`config.mk`:
```
export PLATFORM = sky130hd
export DESIGN_NAME = pixeladdress_to_screencharindex_flat
export DESIGN_NICKNAME = d
export VERILOG_FILES = /design/src/rtl/pixeladdress_to_screencharindex_if.sv /design/src/rtl/pixeladdress_to_screencharindex.sv /design/src/flat_wrapper.sv
export SDC_FILE = /design/constraint.sdc
export NUM_CORES = 1
export LEC_CHECK = 0
export CAP_MARGIN = 0
export CORE_ASPECT_RATIO = 1.4
export CORE_MARGIN = 3
export CORE_UTILIZATION = 49
export DETAILED_ROUTE_END_ITERATION = 16
export GPL_ROUTABILITY_DRIVEN = 0
export PLACE_DENSITY = 0.84
export SLEW_MARGIN = 20
export SYNTH_ARGS = -nofsm -noshare
export SYNTH_HDL_FRONTEND = slang
export SYNTH_SLANG_ARGS = --single-unit
```
`constraint.sdc`:
```
create_clock -name clock -period 3.44 [get_ports clock]
set_input_delay 1.032 -clock clock [delete_from_list [all_inputs] [get_ports clock]]
set_output_delay 1.032 -clock clock [all_outputs]
set_load 0.005 [all_outputs]
```
`src/rtl/pixeladdress_to_screencharindex_if.sv`:
```
// Handshake bundle for the pixel-address to text-cell converter.
// Request: in_valid/in_ready/address; response: out_valid/out_ready/results.
interface pixeladdress_to_screencharindex_if;
    logic        in_valid;
    logic        in_ready;
    logic [18:0] address;
    logic        out_valid;
    logic        out_ready;
    logic [31:0] count;
    logic [4:0]  glyph_row;
    logic [4:0]  glyph_col;
    logic        in_text;

    modport master (
        output in_valid,
        output address,
        output out_ready,
        input  in_ready,
        input  out_valid,
        input  count,
        input  glyph_row,
        input  glyph_col,
        input  in_text
    );

    modport slave (
        input  in_valid,
        input  address,
        input  out_ready,
        output in_ready,
        output out_valid,
        output count,
        output glyph_row,
        output glyph_col,
        output in_text
    );
endinterface

```
`src/rtl/pixeladdress_to_screencharindex.sv`:
```
// Linear pixel address -> text-cell index and glyph-local row/column.
// Iterative restoring dividers: 19 cycles for y/x, 10 cycles for cells.
module pixeladdress_to_screencharindex #(
    parameter int SCREEN_WIDTH = 640,
    parameter int CHAR_WIDTH   = 20,
    parameter int CHAR_HEIGHT  = 30,
    parameter int TEXT_TOP     = 240,
    parameter int TEXT_COLS    = 32,
    parameter int TEXT_ROWS    = 8
) (
    input logic clock,
    input logic reset,
    pixeladdress_to_screencharindex_if.slave bus
);

    typedef enum logic [1:0] {
        IDLE,
        DIV_Y,
        DIV_CELL,
        DONE
    } state_t;

    localparam logic [10:0] SW      = 11'(SCREEN_WIDTH);
    localparam logic [5:0]  CH      = 6'(CHAR_HEIGHT);
    localparam logic [5:0]  CW      = 6'(CHAR_WIDTH);
    localparam logic [9:0]  TOP     = 10'(TEXT_TOP);
    localparam logic [9:0]  BOT     = 10'(TEXT_TOP + TEXT_ROWS * CHAR_HEIGHT);
    localparam logic [31:0] OUTSIDE = 32'(TEXT_COLS * TEXT_ROWS);
    localparam logic [4:0]  Y_LAST  = 5'd18;
    localparam logic [4:0]  C_LAST  = 5'd9;

    state_t      state_q, state_d;
    logic [4:0]  cnt_q, cnt_d;
    logic [18:0] div_q, div_d;
    logic [9:0]  rem_y_q, rem_y_d;
    logic [9:0]  quo_y_q, quo_y_d;
    logic [9:0]  ydiv_q, ydiv_d;
    logic [9:0]  xdiv_q, xdiv_d;
    logic [4:0]  rem_r_q, rem_r_d;
    logic [4:0]  rem_c_q, rem_c_d;
    logic [2:0]  row_q, row_d;
    logic [4:0]  col_q, col_d;
    logic        in_text_q, in_text_d;
    logic [31:0] count_q, count_d;
    logic [4:0]  grow_q, grow_d;
    logic [4:0]  gcol_q, gcol_d;

    logic [10:0] trial_y;
    logic        ge_y;
    logic [9:0]  rem_y_n;
    logic [9:0]  quo_y_n;
    logic [5:0]  trial_r;
    logic        ge_r;
    logic [4:0]  rem_r_n;
    logic [2:0]  row_n;
    logic [5:0]  trial_c;
    logic        ge_c;
    logic [4:0]  rem_c_n;
    logic [4:0]  col_n;

    // One restoring step of each divider; upper quotient bits are always zero
    // for in-range operands, so the quotient registers are kept narrow.
    always_comb begin
        trial_y = {rem_y_q, div_q[18]};
        ge_y    = trial_y >= SW;
        rem_y_n = ge_y ? 10'(trial_y - SW) : trial_y[9:0];
        quo_y_n = {quo_y_q[8:0], ge_y};
        trial_r = {rem_r_q, ydiv_q[9]};
        ge_r    = trial_r >= CH;
        rem_r_n = ge_r ? 5'(trial_r - CH) : trial_r[4:0];
        row_n   = {row_q[1:0], ge_r};
        trial_c = {rem_c_q, xdiv_q[9]};
        ge_c    = trial_c >= CW;
        rem_c_n = ge_c ? 5'(trial_c - CW) : trial_c[4:0];
        col_n   = {col_q[3:0], ge_c};
    end

    // Next-state and datapath sequencing for the four-state controller.
    always_comb begin
        state_d   = state_q;
        cnt_d     = cnt_q;
        div_d     = div_q;
        rem_y_d   = rem_y_q;
        quo_y_d   = quo_y_q;
        ydiv_d    = ydiv_q;
        xdiv_d    = xdiv_q;
        rem_r_d   = rem_r_q;
        rem_c_d   = rem_c_q;
        row_d     = row_q;
        col_d     = col_q;
        in_text_d = in_text_q;
        count_d   = count_q;
        grow_d    = grow_q;
        gcol_d    = gcol_q;
        unique case (state_q)
            IDLE: begin
                if (bus.in_valid) begin
                    div_d   = bus.address;
                    rem_y_d = '0;
                    quo_y_d = '0;
                    cnt_d   = '0;
                    state_d = DIV_Y;
                end
            end
            DIV_Y: begin
                div_d   = {div_q[17:0], 1'b0};
                rem_y_d = rem_y_n;
                quo_y_d = quo_y_n;
                cnt_d   = cnt_q + 5'd1;
                if (cnt_q == Y_LAST) begin
                    in_text_d = (quo_y_n >= TOP) && (quo_y_n < BOT);
                    ydiv_d    = quo_y_n - TOP;
                    xdiv_d    = rem_y_n;
                    rem_r_d   = '0;
                    rem_c_d   = '0;
                    row_d     = '0;
                    col_d     = '0;
                    cnt_d     = '0;
                    state_d   = DIV_CELL;
                end
            end
            DIV_CELL: begin
                ydiv_d  = {ydiv_q[8:0], 1'b0};
                xdiv_d  = {xdiv_q[8:0], 1'b0};
                rem_r_d = rem_r_n;
                rem_c_d = rem_c_n;
                row_d   = row_n;
                col_d   = col_n;
                cnt_d   = cnt_q + 5'd1;
                if (cnt_q == C_LAST) begin
                    if (in_text_q) begin
                        count_d = 32'(row_n) * 32'(TEXT_COLS) + 32'(col_n);
                        grow_d  = rem_r_n;
                        gcol_d  = rem_c_n;
                    end else begin
                        count_d = OUTSIDE;
                        grow_d  = '0;
                        gcol_d  = '0;
                    end
                    cnt_d   = '0;
                    state_d = DONE;
                end
            end
            DONE: begin
                if (bus.out_ready) begin
                    state_d = IDLE;
                end
            end
        endcase
    end

    // State and datapath registers; reset aborts any division in flight.
    always_ff @(posedge clock or posedge reset) begin
        if (reset) begin
            state_q   <= IDLE;
            cnt_q     <= '0;
            div_q     <= '0;
            rem_y_q   <= '0;
            quo_y_q   <= '0;
            ydiv_q    <= '0;
            xdiv_q    <= '0;
            rem_r_q   <= '0;
            rem_c_q   <= '0;
            row_q     <= '0;
            col_q     <= '0;
            in_text_q <= 1'b0;
            count_q   <= '0;
            grow_q    <= '0;
            gcol_q    <= '0;
        end else begin
            state_q   <= state_d;
            cnt_q     <= cnt_d;
            div_q     <= div_d;
            rem_y_q   <= rem_y_d;
            quo_y_q   <= quo_y_d;
            ydiv_q    <= ydiv_d;
            xdiv_q    <= xdiv_d;
            rem_r_q   <= rem_r_d;
            rem_c_q   <= rem_c_d;
            row_q     <= row_d;
            col_q     <= col_d;
            in_text_q <= in_text_d;
            count_q   <= count_d;
            grow_q    <= grow_d;
            gcol_q    <= gcol_d;
        end
    end

    assign bus.in_ready  = (state_q == IDLE);
    assign bus.out_valid = (state_q == DONE);
    assign bus.count     = count_q;
    assign bus.glyph_row = grow_q;
    assign bus.glyph_col = gcol_q;
    assign bus.in_text   = in_text_q;

endmodule

```
`src/flat_wrapper.sv`:
```
// flat-port wrapper written by rule: the top's interface ports become plain ports
module pixeladdress_to_screencharindex_flat 
#(
    parameter int SCREEN_WIDTH = 640,
    parameter int CHAR_WIDTH   = 20,
    parameter int CHAR_HEIGHT  = 30,
    parameter int TEXT_TOP     = 240,
    parameter int TEXT_COLS    = 32,
    parameter int TEXT_ROWS    = 8
)
  (clock, reset, bus_in_valid, bus_address, bus_out_ready, bus_in_ready, bus_out_valid, bus_count, bus_glyph_row, bus_glyph_col, bus_in_text);
  pixeladdress_to_screencharindex_if bus_i ();
  input logic clock;
  input logic reset;
  input wire logic [$bits(bus_i.in_valid)-1:0] bus_in_valid;
  input wire logic [$bits(bus_i.address)-1:0] bus_address;
  input wire logic [$bits(bus_i.out_ready)-1:0] bus_out_ready;
  output wire logic [$bits(bus_i.in_ready)-1:0] bus_in_ready;
  output wire logic [$bits(bus_i.out_valid)-1:0] bus_out_valid;
  output wire logic [$bits(bus_i.count)-1:0] bus_count;
  output wire logic [$bits(bus_i.glyph_row)-1:0] bus_glyph_row;
  output wire logic [$bits(bus_i.glyph_col)-1:0] bus_glyph_col;
  output wire logic [$bits(bus_i.in_text)-1:0] bus_in_text;
  assign bus_i.in_valid = bus_in_valid;
  assign bus_i.address = bus_address;
  assign bus_i.out_ready = bus_out_ready;
  assign bus_in_ready = bus_i.in_ready;
  assign bus_out_valid = bus_i.out_valid;
  assign bus_count = bus_i.count;
  assign bus_glyph_row = bus_i.glyph_row;
  assign bus_glyph_col = bus_i.glyph_col;
  assign bus_in_text = bus_i.in_text;
  pixeladdress_to_screencharindex #(.SCREEN_WIDTH(SCREEN_WIDTH), .CHAR_WIDTH(CHAR_WIDTH), .CHAR_HEIGHT(CHAR_HEIGHT), .TEXT_TOP(TEXT_TOP), .TEXT_COLS(TEXT_COLS), .TEXT_ROWS(TEXT_ROWS)) u_core (.clock(clock), .reset(reset), .bus(bus_i));
endmodule
```
==> summary.txt <==
Die
  – Die height: 123.8 um
  – Die Width: 90.13 um
  – Core area: 9564 sq um
  – Core Rows: 42
  – Initial Util: 0.5076
  – I/O pins: 68
  – Die area: 11150 sq um

Layout
  – Final std cells w/o fill: 651
  – Layout cells sized above 1: 0.07900
  – Fin nets: 550
  – # diodes: 0
  – Synthesis-to-finish area growth: 16.44%
  – Fill count: 804

Setup path
  – Slowest cell on the critical path: clkdlybuf4s50_1
  – Critical path type: flop to output port
  – CP max FO: 6
  – R2R depth: 6
  – Critical path depth in cells: 3
  – Critical path buffers and inverters: 2
  – Crit path largest cell delay: 0.57 ns
  – Crit end category: output port
  – Crit path launch type: flop
  – CP startpoint: u_core.state_q[0]
  – R2R Path Start: u_core.cnt_q[0]
  – Crit-path cells: inv_1, ha_1, clkdlybuf4s50_1
  – R2r setup slk: 1.21 ns
  – Crit-path leading delay family: buffers and inverters
  – Crit path required time: 2.41 ns
  – Critical path arrival: 1.79 ns

Route
  – Final WL: 9255 um
  – DR WL/cell: 14.22 um
  – Starting DRT DRC Count: 226
  – Vias: 3503
  – Max Used Layer: met4
  – DRC Markers: 0
  – Final ANT Viol Nets: 0
  – Met1 WL: 3906 um
  – Drt first pass iters: 4
  – Met3 WL post-DR: 340 um
  – Vias per inst: 5.381
  – Met2 routed WL: 4830 um

Placement
  – DP HPWL: 6483 um
  – I/O Buffers: 44
  – Pre-CTS setup slack: 0.5969 ns
  – Placed cell count: 635

Hold path
  – Tightest Hold Check Type: flop to flop
  – Hold-critical path depth: 2
  – Hold Crit Start: u_core.bus.glyph_row[3]

STA
  – Period utilisation layout: 0.8191
  – Slew @ Worst Pin: 1.070 ns
  – Setup TNS: 0 ns
  – Highest clock rate: 354.9 MHz
  – Hold Slack: 0.4751 ns
  – Period minus WS final: 2.818 ns
  – RSZ-0062 raised after global routing: no
  – Max-slew violation count: 0
  – Final Hold Fails: 0
  – Final worst slack: 0.6224 ns
  – Max transition margin: 0.2865
  – Final number of setup-violating endpoints: 0
  – Setup Skew: 0.009728 ns

Logic synthesis
  – Syn_area_per_cell: 10.22 sq um
  – Post-synthesis sequential area ratio: 0.5206
  – Post-synth cell types: 49
  – Post-synth EDFFs: 0
  – Top FF cell, synth: dfrtp_1
  – Mapped Area: 4855 sq um
  – Synth Instances: 475
  – Synth Warn #: 0
  – Number of synthesized register bits: 101
  – FFs w/ async S/R, synth: 1.000

Clock network
  – Post-CTS setup buffers: 0
  – Inserted Clock Buffers: 9
  – Worst skew pair latency: 0.35 ns
  – CTS resizes: 0
  – CTS tree: done
  – Clock tree root buffer cell: clkbuf_16
  – Max clock buf depth: 2
  – Clock-pin slew on the worst setup and hold paths: 0.07 ns
  – Clock Sinks: 101
  – Hold Buf Count CTS: 0
  – H-tree Lvls: 3

GRT
  – GRT Overall Usage: 0.1784
  – First-pass GRT wire length: 16260 um
  – Largest net degree at the start of global routing: 102
  – Number of global-route vias before repair: 3527
  – Initial antenna violation count: 0
  – Overflow after GRT: 0

Power and ir drop
  – IR drop worst, VDD: 0.0003789 V
  – Tot Pwr: 0.004086 W
  – P per Cell Area: 722.9 nW/um^2
  – Leakage: 2.489 nW

Flow run
  – MaxCap Viol Count: 0

Outcome
  – Status: complete, no violations
==> placed cells by master, fill, tap and decap left out, types with 3 or more instances in the layout <==
cell | Yosys | final
nor3b_1 | 3 | 3
xnor2_1 | 4 | 4
nand2b_1 | 3 | 3
nor2_1 | 15 | 15
mux2i_1 | 33 | 32
conb_1 | 1 | 23
buf_4 | 24 | 8
clkinv_4 | 0 | 3
dfrtp_1 | 101 | 101
nor2b_1 | 4 | 4
a22o_2 | 3 | 3
o22ai_1 | 3 | 3
a21oi_1 | 12 | 12
inv_8 | 0 | 3
nand2_1 | 81 | 81
o21ai_0 | 66 | 66
a22oi_1 | 3 | 3
a22o_1 | 25 | 25
clkdlybuf4s50_1 | 0 | 44
nand3_1 | 10 | 10
clkbuf_16 | 0 | 9
inv_1 | 15 | 14
ha_1 | 13 | 13
==> cell usage after synthesis, drive strengths merged, types with 2 or more instances <==
cell	number	share of area
dfrtp	101	0.52
nand2	81	0.063
o21ai	66	0.068
mux2i	34	0.071
a22o	28	0.051
buf	28	0.041
clkbuf	19	0.017
inv	15	0.012
nor2	15	0.012
ha	13	0.034
a21oi	12	0.012
nand3	10	0.010
nor2b	4	0.0052
xnor2	4	0.0072
a22oi	3	0.0046
nand2b	3	0.0039
nor3b	3	0.0046
o22ai	3	0.0039
a221o	2	0.0041
a31oi	2	0.0026
a41oi	2	0.0036
and3	2	0.0028
and4bb	2	0.0052
mux2	2	0.0046
nor3	2	0.0021
nor4	2	0.0057
o31a	2	0.0039
o31ai	2	0.0031
or4b	2	0.0049
==> worst paths after layout <==
| check | end |
|---|---|
| min | u_core.bus.glyph_row[3] |
| max in group asynchronous | u_core.div_q[10] |
| max reg2reg | u_core.rem_r_q[4] |
| min in group asynchronous | u_core.bus.glyph_row[1] |
| min reg2reg | u_core.bus.glyph_row[3] |
| max | bus_in_ready |
==> metal layers <==
| metal | vias to the layer above | GRT usage |
|---|---|---|
| met3 | 16 | 0.03444 |
| met4 | 0 | 0.07375 |
| met1 | 1705 | 0.2030 |
| li1 | 1702 | - |
| met2 | 80 | 0.3301 |
| met5 | - | 0 |
==> stage by stage <==
step                      instance area, sq um    util
after global routing                      5653  0.5911
after global placement                    5360  0.5604
final                                     5653  0.5911
after floorplan                           4941       -
after detailed placement                  5360  0.5604
after CTS                                 5653  0.5911
==> layout make-up <==
cell class                 instances  area, sq um  area share
inverter                          15        60.06     0.01062
sequential                       101         2527      0.4471
clock inverter                     7        67.56     0.01195
timing repair buffer              53        520.5     0.09208
multi-input combinational        334         2087      0.3692
clock buffer                       9        225.2     0.03984
tap                              132        165.2     0.02922
==> registers in the layout, indices dropped and copies added, names as in the netlist, 4 cells and up <==
name and flops:
u_core.rem_r_q 5, u_core.xdiv_q 10, u_core.bus.glyph_col 5, u_core.bus.count 9, u_core.col_q 4, u_core.bus.glyph_row 5
u_core.cnt_q 5, u_core.rem_c_q 5, u_core.quo_y_q 9, u_core.ydiv_q 10, u_core.rem_y_q 10, u_core.div_q 19
==> worst min-delay path, delay by kind of cell (launching register included) <==
kind | cells | cell delay [ns]
AOI/OAI and AO/OA | 1 | 0.06
DFF | 1 | 0.34
and+or+nand+nor | 1 | 0.05
==> cell families after synthesis <==
kind of cell               after synthesis  share of synthesized area
other                                    1                  0.0007725
DFF                                    101                     0.5206
and+or+nand+nor                        130                     0.1255
xor gates and xnor gates                 5                   0.009020
muxes                                   36                    0.07552
adders and majority gates               13                    0.03351
AOI/OAI and AO/OA                      127                     0.1660
buffers and inverters                   62                    0.06907
==> power by group <==
| part | leakage [nW] | switching, W | internal (W) |
|---|---|---|---|
| Combinational | 1.00 | 0.000833 | 0.000575 |
| Sequential | 1.35 | 0.000223 | 0.00147 |
| Clock | 0.142 | 0.000473 | 0.000510 |
Note: power is estimated with default switching activity, not from simulation.
